File: src/rtl/apb_rr_arbiter.sv
// apb_rr_arbiter
//   Round-robin arbiter that shares one APB completer between NUM_REQ upstream
//   APB requesters. One requester is granted per transfer. Its request is replayed
//   downstream as SETUP/ACCESS, and the completer response is routed back to it.
//   A watchdog ends an ACCESS phase that lasts too long with PSLVERR, so a hung
//   completer cannot lock the bus.
//
// Ports
//   clk_i, rst_i          clock, synchronous active-high reset
//   req_psel_i            per-requester PSEL
//   req_penable_i         per-requester PENABLE (gates the returned PREADY)
//   req_pwrite_i          per-requester PWRITE
//   req_paddr_i           per-requester PADDR, requester i at [i*ADDR_W +: ADDR_W]
//   req_pwdata_i          per-requester PWDATA, same packing
//   req_prdata_o          completer PRDATA broadcast to all requesters
//   req_pready_o          per-requester PREADY, only the granted bit can be set
//   req_pslverr_o         per-requester PSLVERR, valid with req_pready_o
//   m_psel_o/m_penable_o  downstream phase strobes
//   m_pwrite_o/m_paddr_o/m_pwdata_o  downstream request, registered at grant
//   m_prdata_i/m_pready_i/m_pslverr_i  downstream response
//   grant_o               one-hot owner of the current transfer, 0 when idle
//   timeout_o             single-cycle pulse when the watchdog ends a transfer

module apb_rr_arbiter #(
  parameter int unsigned NUM_REQ = 2,
  parameter int unsigned ADDR_W  = 12,
  parameter int unsigned DATA_W  = 32,
  parameter int unsigned TIMEOUT = 255
) (
  input  logic                        clk_i,
  input  logic                        rst_i,
  input  logic [NUM_REQ-1:0]          req_psel_i,
  input  logic [NUM_REQ-1:0]          req_penable_i,
  input  logic [NUM_REQ-1:0]          req_pwrite_i,
  input  logic [NUM_REQ*ADDR_W-1:0]   req_paddr_i,
  input  logic [NUM_REQ*DATA_W-1:0]   req_pwdata_i,
  output logic [DATA_W-1:0]           req_prdata_o,
  output logic [NUM_REQ-1:0]          req_pready_o,
  output logic [NUM_REQ-1:0]          req_pslverr_o,
  output logic                        m_psel_o,
  output logic                        m_penable_o,
  output logic                        m_pwrite_o,
  output logic [ADDR_W-1:0]           m_paddr_o,
  output logic [DATA_W-1:0]           m_pwdata_o,
  input  logic [DATA_W-1:0]           m_prdata_i,
  input  logic                        m_pready_i,
  input  logic                        m_pslverr_i,
  output logic [NUM_REQ-1:0]          grant_o,
  output logic                        timeout_o
);

  localparam int unsigned IDX_W = (NUM_REQ > 1) ? $clog2(NUM_REQ) : 1;
  localparam int unsigned CNT_W = (TIMEOUT > 2) ? $clog2(TIMEOUT) : 1;
  localparam bit          WDOG_EN = (TIMEOUT != 0);
  localparam logic [CNT_W-1:0] CNT_LAST = CNT_W'((TIMEOUT == 0) ? 0 : TIMEOUT - 1);

  typedef enum logic [1:0] {
    S_IDLE   = 2'd0,
    S_SETUP  = 2'd1,
    S_ACCESS = 2'd2
  } state_t;

  state_t              r_state;
  state_t              w_state_nxt;
  logic [IDX_W-1:0]    r_last;
  logic [NUM_REQ-1:0]  r_grant;
  logic                r_pwrite;
  logic [ADDR_W-1:0]   r_paddr;
  logic [DATA_W-1:0]   r_pwdata;
  logic [CNT_W-1:0]    r_cnt;

  logic                w_found;
  logic [IDX_W-1:0]    w_win_idx;
  logic [NUM_REQ-1:0]  w_win_onehot;
  int unsigned         w_scan;
  logic                w_timeout;
  logic                w_done;
  logic [NUM_REQ-1:0]  w_resp;

  // Round-robin pick: first requesting index after the last winner, wrapping around.
  always_comb begin
    w_found      = 1'b0;
    w_win_idx    = '0;
    w_scan       = 0;
    w_win_onehot = '0;
    for (int unsigned k = 1; k <= NUM_REQ; k++) begin
      w_scan = (32'(r_last) + k) % NUM_REQ;
      if (!w_found && req_psel_i[IDX_W'(w_scan)]) begin
        w_found   = 1'b1;
        w_win_idx = IDX_W'(w_scan);
      end
    end
    w_win_onehot[w_win_idx] = w_found;
  end

  // State register.
  always_ff @(posedge clk_i) begin
    if (rst_i) begin
      r_state <= S_IDLE;
    end else begin
      r_state <= w_state_nxt;
    end
  end

  // Next-state logic.
  always_comb begin
    w_state_nxt = r_state;
    case (r_state)
      S_IDLE:   if (w_found) w_state_nxt = S_SETUP;
      S_SETUP:  w_state_nxt = S_ACCESS;
      S_ACCESS: if (w_done) w_state_nxt = S_IDLE;
      default:  w_state_nxt = S_IDLE;
    endcase
  end

  // Output decode. The response path is combinational so the requester sees
  // PREADY in the same cycle the completer gives it.
  always_comb begin
    m_psel_o      = 1'b0;
    m_penable_o   = 1'b0;
    w_timeout     = 1'b0;
    w_done        = 1'b0;
    w_resp        = '0;
    req_pready_o  = '0;
    req_pslverr_o = '0;
    timeout_o     = 1'b0;
    case (r_state)
      S_SETUP: begin
        m_psel_o = 1'b1;
      end
      S_ACCESS: begin
        m_psel_o    = 1'b1;
        m_penable_o = 1'b1;
        w_timeout   = WDOG_EN && !m_pready_i && (r_cnt == CNT_LAST);
        w_done      = m_pready_i || w_timeout;
        // A requester that has abandoned its transfer gets no response.
        w_resp        = w_done ? (r_grant & req_penable_i) : '0;
        req_pready_o  = w_resp;
        req_pslverr_o = (w_timeout || m_pslverr_i) ? w_resp : '0;
        timeout_o     = w_timeout;
      end
      default: ;
    endcase
  end

  // Grant, round-robin pointer, latched request and watchdog counter.
  always_ff @(posedge clk_i) begin
    if (rst_i) begin
      r_last   <= IDX_W'(NUM_REQ - 1);
      r_grant  <= '0;
      r_pwrite <= 1'b0;
      r_paddr  <= '0;
      r_pwdata <= '0;
      r_cnt    <= '0;
    end else begin
      case (r_state)
        S_IDLE: begin
          if (w_found) begin
            r_grant  <= w_win_onehot;
            r_last   <= w_win_idx;
            r_pwrite <= req_pwrite_i[w_win_idx];
            r_paddr  <= req_paddr_i[32'(w_win_idx) * ADDR_W +: ADDR_W];
            r_pwdata <= req_pwdata_i[32'(w_win_idx) * DATA_W +: DATA_W];
          end
        end
        S_SETUP: begin
          r_cnt <= '0;
        end
        S_ACCESS: begin
          if (w_done) begin
            r_grant <= '0;
          end else begin
            r_cnt <= r_cnt + CNT_W'(1);
          end
        end
        default: ;
      endcase
    end
  end

  assign m_pwrite_o   = r_pwrite;
  assign m_paddr_o    = r_paddr;
  assign m_pwdata_o   = r_pwdata;
  assign grant_o      = r_grant;
  assign req_prdata_o = m_prdata_i;

endmodule

File: config.mk
export PLATFORM = sky130hd
export DESIGN_NAME = apb_rr_arbiter
export DESIGN_NICKNAME = d
export VERILOG_FILES = /design/src/rtl/apb_rr_arbiter.sv
export SDC_FILE = /design/constraint.sdc
export NUM_CORES = 1
export LEC_CHECK = 0
export ABC_AREA = 1
export BUFFER_PORTS_ARGS = -buffer_cell sky130_fd_sc_hd__buf_2
export CORE_MARGIN = 1
export CORE_UTILIZATION = 44
export CTS_CLUSTER_DIAMETER = 40
export DETAILED_ROUTE_END_ITERATION = 12
export GPL_TIMING_DRIVEN = 0
export PLACE_DENSITY = 0.87
export SLEW_MARGIN = 20
export SYNTH_ARGS = -nofsm -noshare
export SYNTH_HDL_FRONTEND = slang
export SYNTH_SLANG_ARGS = --single-unit
File: constraint.sdc
create_clock -name clk_i -period 3 [get_ports clk_i]
set_clock_uncertainty 0.15 [all_clocks]
set_input_delay 0.15 -clock clk_i [delete_from_list [all_inputs] [get_ports clk_i]]
set_output_delay 0.15 -clock clk_i [all_outputs]
set_load 0.02 [all_outputs]
* Word level (Yosys, flattened, before mapping) *
Cells that the tools add are included.

storage, ports and cells
  flip-flop bits (word level) = 58
  input bits = 130

cells by class
  add/subtract/negate cells = 3
  multiply operators = 1
  magnitude comparators = 4
  equality and inequality tests = 6
  shift-type cells = 2
  multiplexer cells = 27
  bitwise logic cells = 2
  reduce and logical (&&, ||, !) cells = 15

operators with widths
  cell                                                  number
  indexed part select 64 x 7 -> 32 bit                  1
  indexed part select 24 x 6 -> 12 bit                  1
  one-hot mux 8 bit (2 select lines)                    1
  2-to-1 mux 1 bit                                      15
  2-to-1 mux 2 bit                                      7
  adder 8 x 1 -> 8 bit (second input constant)          1
  equality test 8 bit (second input constant)           1
  2-to-1 mux 8 bit                                      1
  < comparator 1 x 2 -> 1 bit (second input constant)   3
  inequality test 2 bit (second input constant)         3
  one-hot mux 2 bit (3 select lines)                    1
  AND reduction 2 bit                                   3
  bitwise AND 2 bit                                     2
  one-hot mux 2 bit (2 select lines)                    1
  nonzero test 2 bit                                    2
  logical AND 1 bit                                     3
  multiplier 1 x 2 -> 3 bit (second input constant)     1
  AND reduction 3 bit                                   1
  adder 1 bit (second input constant)                   2
  equality test 2 x 1 -> 1 bit (second input constant)  1
  equality test 2 bit (second input constant)           1
  zero test 1 bit                                       2
  zero test 2 bit                                       1
  logical OR 1 bit                                      2
  3 further kinds                                       3

* Depth between registers and ports, before layout *
  depth in word-level cells = 14
  mapped depth = 11
  mapped depth without buffers = 10

* Worst setup path before layout *
OpenSTA, ideal clock, no wires.

  path type = register to output
  start point = register r_state[0]
  end point = output req_pslverr_o[0]
  data arrival time = 1.437 ns
  setup slack = 1.263 ns
  stages on the path, launching flop included = 5
  buffers on the path = 0
  cell sequence = dfxtp_1 inv_1 ha_1 inv_1 nor3_1

between the ends
  word-level cells in the longest chain between the ends = 2

RTL lines
  what                    RTL line  text
  from (decl)             63        state_t r_state;
  from (signal assigned)  101       r_state <= w_state_nxt;
  equality test 2 bit     127       case (r_state)
  2-to-1 mux 2 bit        127
  to (decl)               39        output logic [NUM_REQ-1:0] req_pslverr_o,

No other way between the ends.

* Worst setup path in the final report *
  start point = register r_state[0]
  end point = register r_pwdata[24] (netlist: m_pwdata_o[24])

between the ends
  word-level cells in the longest chain between the ends = 2

RTL lines
  what                                  RTL line  text
  zero test 2 bit                       156       case (r_state)
  AND reduction 2 bit (no source line)  n/a
  to (signal assigned)                  163       r_pwdata <= req_pwdata_i[32'(w_win_idx) * DATA_W +: DATA_W];
  to (decl)                             69        logic [DATA_W-1:0] r_pwdata;

No other way between the ends.
A chain may end at the register's enable or synchronous reset.

==> flow_metrics.env <==
export IMPL_min_period_ns=2.46
export IMPL_postSynthCellCount=403
export IMPL_die_h_um=83.0
export IMPL_clk_pin_slew_ns=0.07
export IMPL_wl_um=11500
export IMPL_cts_max_level=3
export IMPL_slowest_stage="dlygate4sd3_1"
export IMPL_tns_ns=0
export IMPL_min_to="r_last$_SDFFE_PP1P_"
export IMPL_rows=29
export IMPL_worstSetupStartpoint="r_state[0]$_SDFFE_PP0P_"
export IMPL_drc=0
export IMPL_clk_path_buf_depth=2
export IMPL_path_cells="inv_1 -> ha_1 -> inv_2 -> nor2_4 -> clkbuf_1 -> o21ai_0 -> a31oi_1 -> dlygate4sd3_1"
export IMPL_first_pass_iters=4
export IMPL_worstReg2RegStart="r_state[0]$_SDFFE_PP0P_"
export IMPL_ys_ff_latch=58
export IMPL_drt_iter0_drc=189
export IMPL_syn_avg_cell_area_sq_um=7.16
export IMPL_place_inst=663
export IMPL_vias=4133
export IMPL_start_util=0.455
export IMPL_multi_input_area_sq_mm=0.00131
export IMPL_yosysUniqueCellTypes=25
export IMPL_p_per_area_mw_per_mm2=523
export IMPL_cts_root_buf="clkbuf_8"
export IMPL_drtAntennaViolNets=0
export IMPL_netlist_area_sq_mm=0.00289
export IMPL_overflow=0
export IMPL_path_delay_family="buffers and inverters"
export IMPL_min_path_cells=4
export IMPL_slew_viol_final=0
export IMPL_critPathBufInv=4
export IMPL_slew_limit_headroom=0.672
export IMPL_synthToLayoutAreaGrowth_pct=74.2
export IMPL_rsz0062_at_grt="false"
export IMPL_antenna_found_initial=0
export IMPL_yosys_warnings=0
export IMPL_wire_per_inst_um=14.9
export IMPL_worstPathRequired_ns=3.13
export IMPL_synth_compound_area_frac=0.213
export IMPL_ir_worst_vdd_v=0.000390
export IMPL_tritoncts="done"
export IMPL_r2r_end="m_pwdata_o[24]$_SDFFE_PP0P_"
export IMPL_hold_viol=0
export IMPL_viasPerCell=5.37
export IMPL_holdWs_ns=0.140
export IMPL_drv_cap=0
export IMPL_synth_nets=538
export IMPL_finalNonFillerCells=770
export IMPL_synth_xor_xnor_area_share=0
export IMPL_fillers=414
export IMPL_reg2reg_depth=8
export IMPL_reg2reg_slack_ns=0.54
export IMPL_antenna_cells=0
export IMPL_worst_setup_path_start_kind="register"
export IMPL_register_area_sq_mm=0.00116
export IMPL_numCtsBuffers=9
export IMPL_p_leak_nw=2.58
export IMPL_critPathMaxFanout=10
export IMPL_io_pins=216
export IMPL_grt_max_degree=11
export IMPL_dp_worst_setup_slack_ns=1.23
export IMPL_fin_nets=823
export IMPL_clock_sinks=58
export IMPL_synth_simple_area_share=0.218
export IMPL_worst_slack_ns=0.543
export IMPL_portBuffers=183
export IMPL_coreArea_sq_mm=0.00635
export IMPL_synth_top_family_by_area="simple AND/OR/NAND/NOR gates"
export IMPL_grt_usage=0.333
export IMPL_fin_crit_sh=0.819
export IMPL_outcome="finished, final reports clean"
export IMPL_grt_pass1_wl_um=18500
export IMPL_die_x_um=83.0
export IMPL_muxShareOfSynthArea=0
export IMPL_arrival_ns=2.59
export IMPL_criticalPathCategory="register to register"
export IMPL_die_area_sq_mm=0.00689
export IMPL_grt_pass1_vias=4047
export IMPL_hold_start="req_psel_i[0]"
export IMPL_worst_setup_path_end_kind="register"
export IMPL_slowest_delay_ns=0.60
export IMPL_gp_congestion=0.868
export IMPL_min_path_type="input port to register"
export IMPL_detailed_place_hpwl_um=6320
export IMPL_setup_viol=0
export IMPL_clk_latency_ns=0.34
export IMPL_worst_slew_pin_slew_ns=0.491
export IMPL_synth_fa_ha_area_frac=0.0217
export IMPL_max_freq_mhz=407
export IMPL_drive_gt1_frac=0.358
export IMPL_synth_seq_area_share=0.402
-- routing by layer --
| layer | global-route usage | up-vias | share of wire |
|---|---|---|---|
| met1 | 0.361 | 1880 | 0.36 |
| li1 | - | 1896 | - |
| met4 | 0.221 | 0 | 0.051 |
| met2 | 0.575 | 299 | 0.50 |
| met3 | 0.0785 | 58 | 0.084 |
| met5 | 0 | - | 0 |
-- metrics by stage --
| stage | power (W) | cell area [sq um] | utilization |
|---|---|---|---|
| 6_report | 0.00263 | 5030 | 0.792 |
| 5_1_grt | 0.00274 | 5030 | 0.792 |
| 4_1_cts | 0.00257 | 5030 | 0.792 |
| 2_1_floorplan | 0.00136 | 2890 | - |
| 3_3_place_gp | 0.00160 | 3900 | 0.614 |
| 3_5_place_dp | 0.00161 | 3900 | 0.614 |
-- worst max path at each step --
stage	to	slack, ns	cells past startpoint
after floorplan	req_pslverr_o[0]	1.26	4
after global placement	m_paddr_o[11]$_SDFFE_PP0P_	1.28	7
after detailed placement	m_pwdata_o[20]$_SDFFE_PP0P_	1.23	7
after CTS	m_pwdata_o[20]$_SDFFE_PP0P_	0.68	8
final	m_pwdata_o[24]$_SDFFE_PP0P_	0.54	8
after global routing	m_pwdata_o[12]$_SDFFE_PP0P_	0.40	8
-- flip-flops by register name (all words and copies together) (netlist names) --
signal	cells
r_cnt	8
m_paddr_o	12
r_state	2
grant_o	2
m_pwrite_o	1
r_last	1
m_pwdata_o	32
-- repair_timing --
item                                   4_1_cts  5_1_grt
hold buffers                                91        0
resized for setup                            0        0
buffers inserted                             0        0
endpoints found under the hold margin       50        0
-- synth_stat cells --
master,number,share of area
nand2_1,121,0.16
dfxtp_1,58,0.40
o21ai_0,46,0.080
a31oi_1,45,0.098
buf_4,32,0.083
inv_1,17,0.022
clkbuf_1,14,0.018
nor2_1,13,0.017
a21oi_1,11,0.019
buf_2,8,0.014
o21ai_1,8,0.014
nand3_1,7,0.012
ha_1,5,0.022
nand2_2,3,0.0065
nor3_1,3,0.0052
inv_2,2,0.0026
nand3_2,2,0.0069
buf_1,1,0.0013
buf_6,1,0.0039
nand3b_1,1,0.0026
nand4_1,1,0.0022
nor2_2,1,0.0022
nor2_4,1,0.0039
o21bai_1,1,0.0026
or2_1,1,0.0022
-- placed cells by master, fill, tap and decap left out, types with 2 or more instances in the layout --
cell / instances
dlygate4sd3_1: 91
a21oi_1: 11
ha_1: 5
buf_4: 32
inv_2: 2
bufinv_16: 2
o21ai_0: 46
inv_1: 17
clkinv_2: 2
nand2_1: 121
buf_2: 191
nor3_1: 3
nor2_1: 13
clkbuf_1: 15
clkbuf_8: 10
dfxtp_1: 58
nand3_1: 7
o21ai_1: 8
a31oi_1: 45
nand2_2: 3
nand3_2: 2
-- logic make-up (layout without fill, tap and decap cells) --
| group | after synthesis | in the layout |
|---|---|---|
| AO/OA/AOI/OAI | 111 | 111 |
| adder cells (fa/ha/maj) | 5 | 5 |
| AND/OR/NAND/NOR | 154 | 154 |
| flip-flops | 58 | 58 |
| buffers and inverters | 75 | 365 |
-- worst min-delay path, cell delays in order --
cell and delay (ns):
buf_2 0.09, nor2_1 0.08, o21ai_0 0.16, nand3b_1 0.08
-- cell type report --
class,count,share of cell area
Inverter,19,0.0142
Clock buffer,11,0.0281
Buffer,56,0.0692
Multi-Input combinational cell,270,0.260
Sequential cell,58,0.231
Tap cell,77,0.0192
Timing Repair Buffer,274,0.363
Clock inverter,5,0.0154
-- where the power goes --
part	switching, W	internal [W]	total, W
registers	0.0000565	0.000869	0.000926
logic	0.000489	0.000394	0.000883
clock network	0.000335	0.000488	0.000823
total	0.000881	0.00175	0.00263
Power figures use the tool's default switching activity.
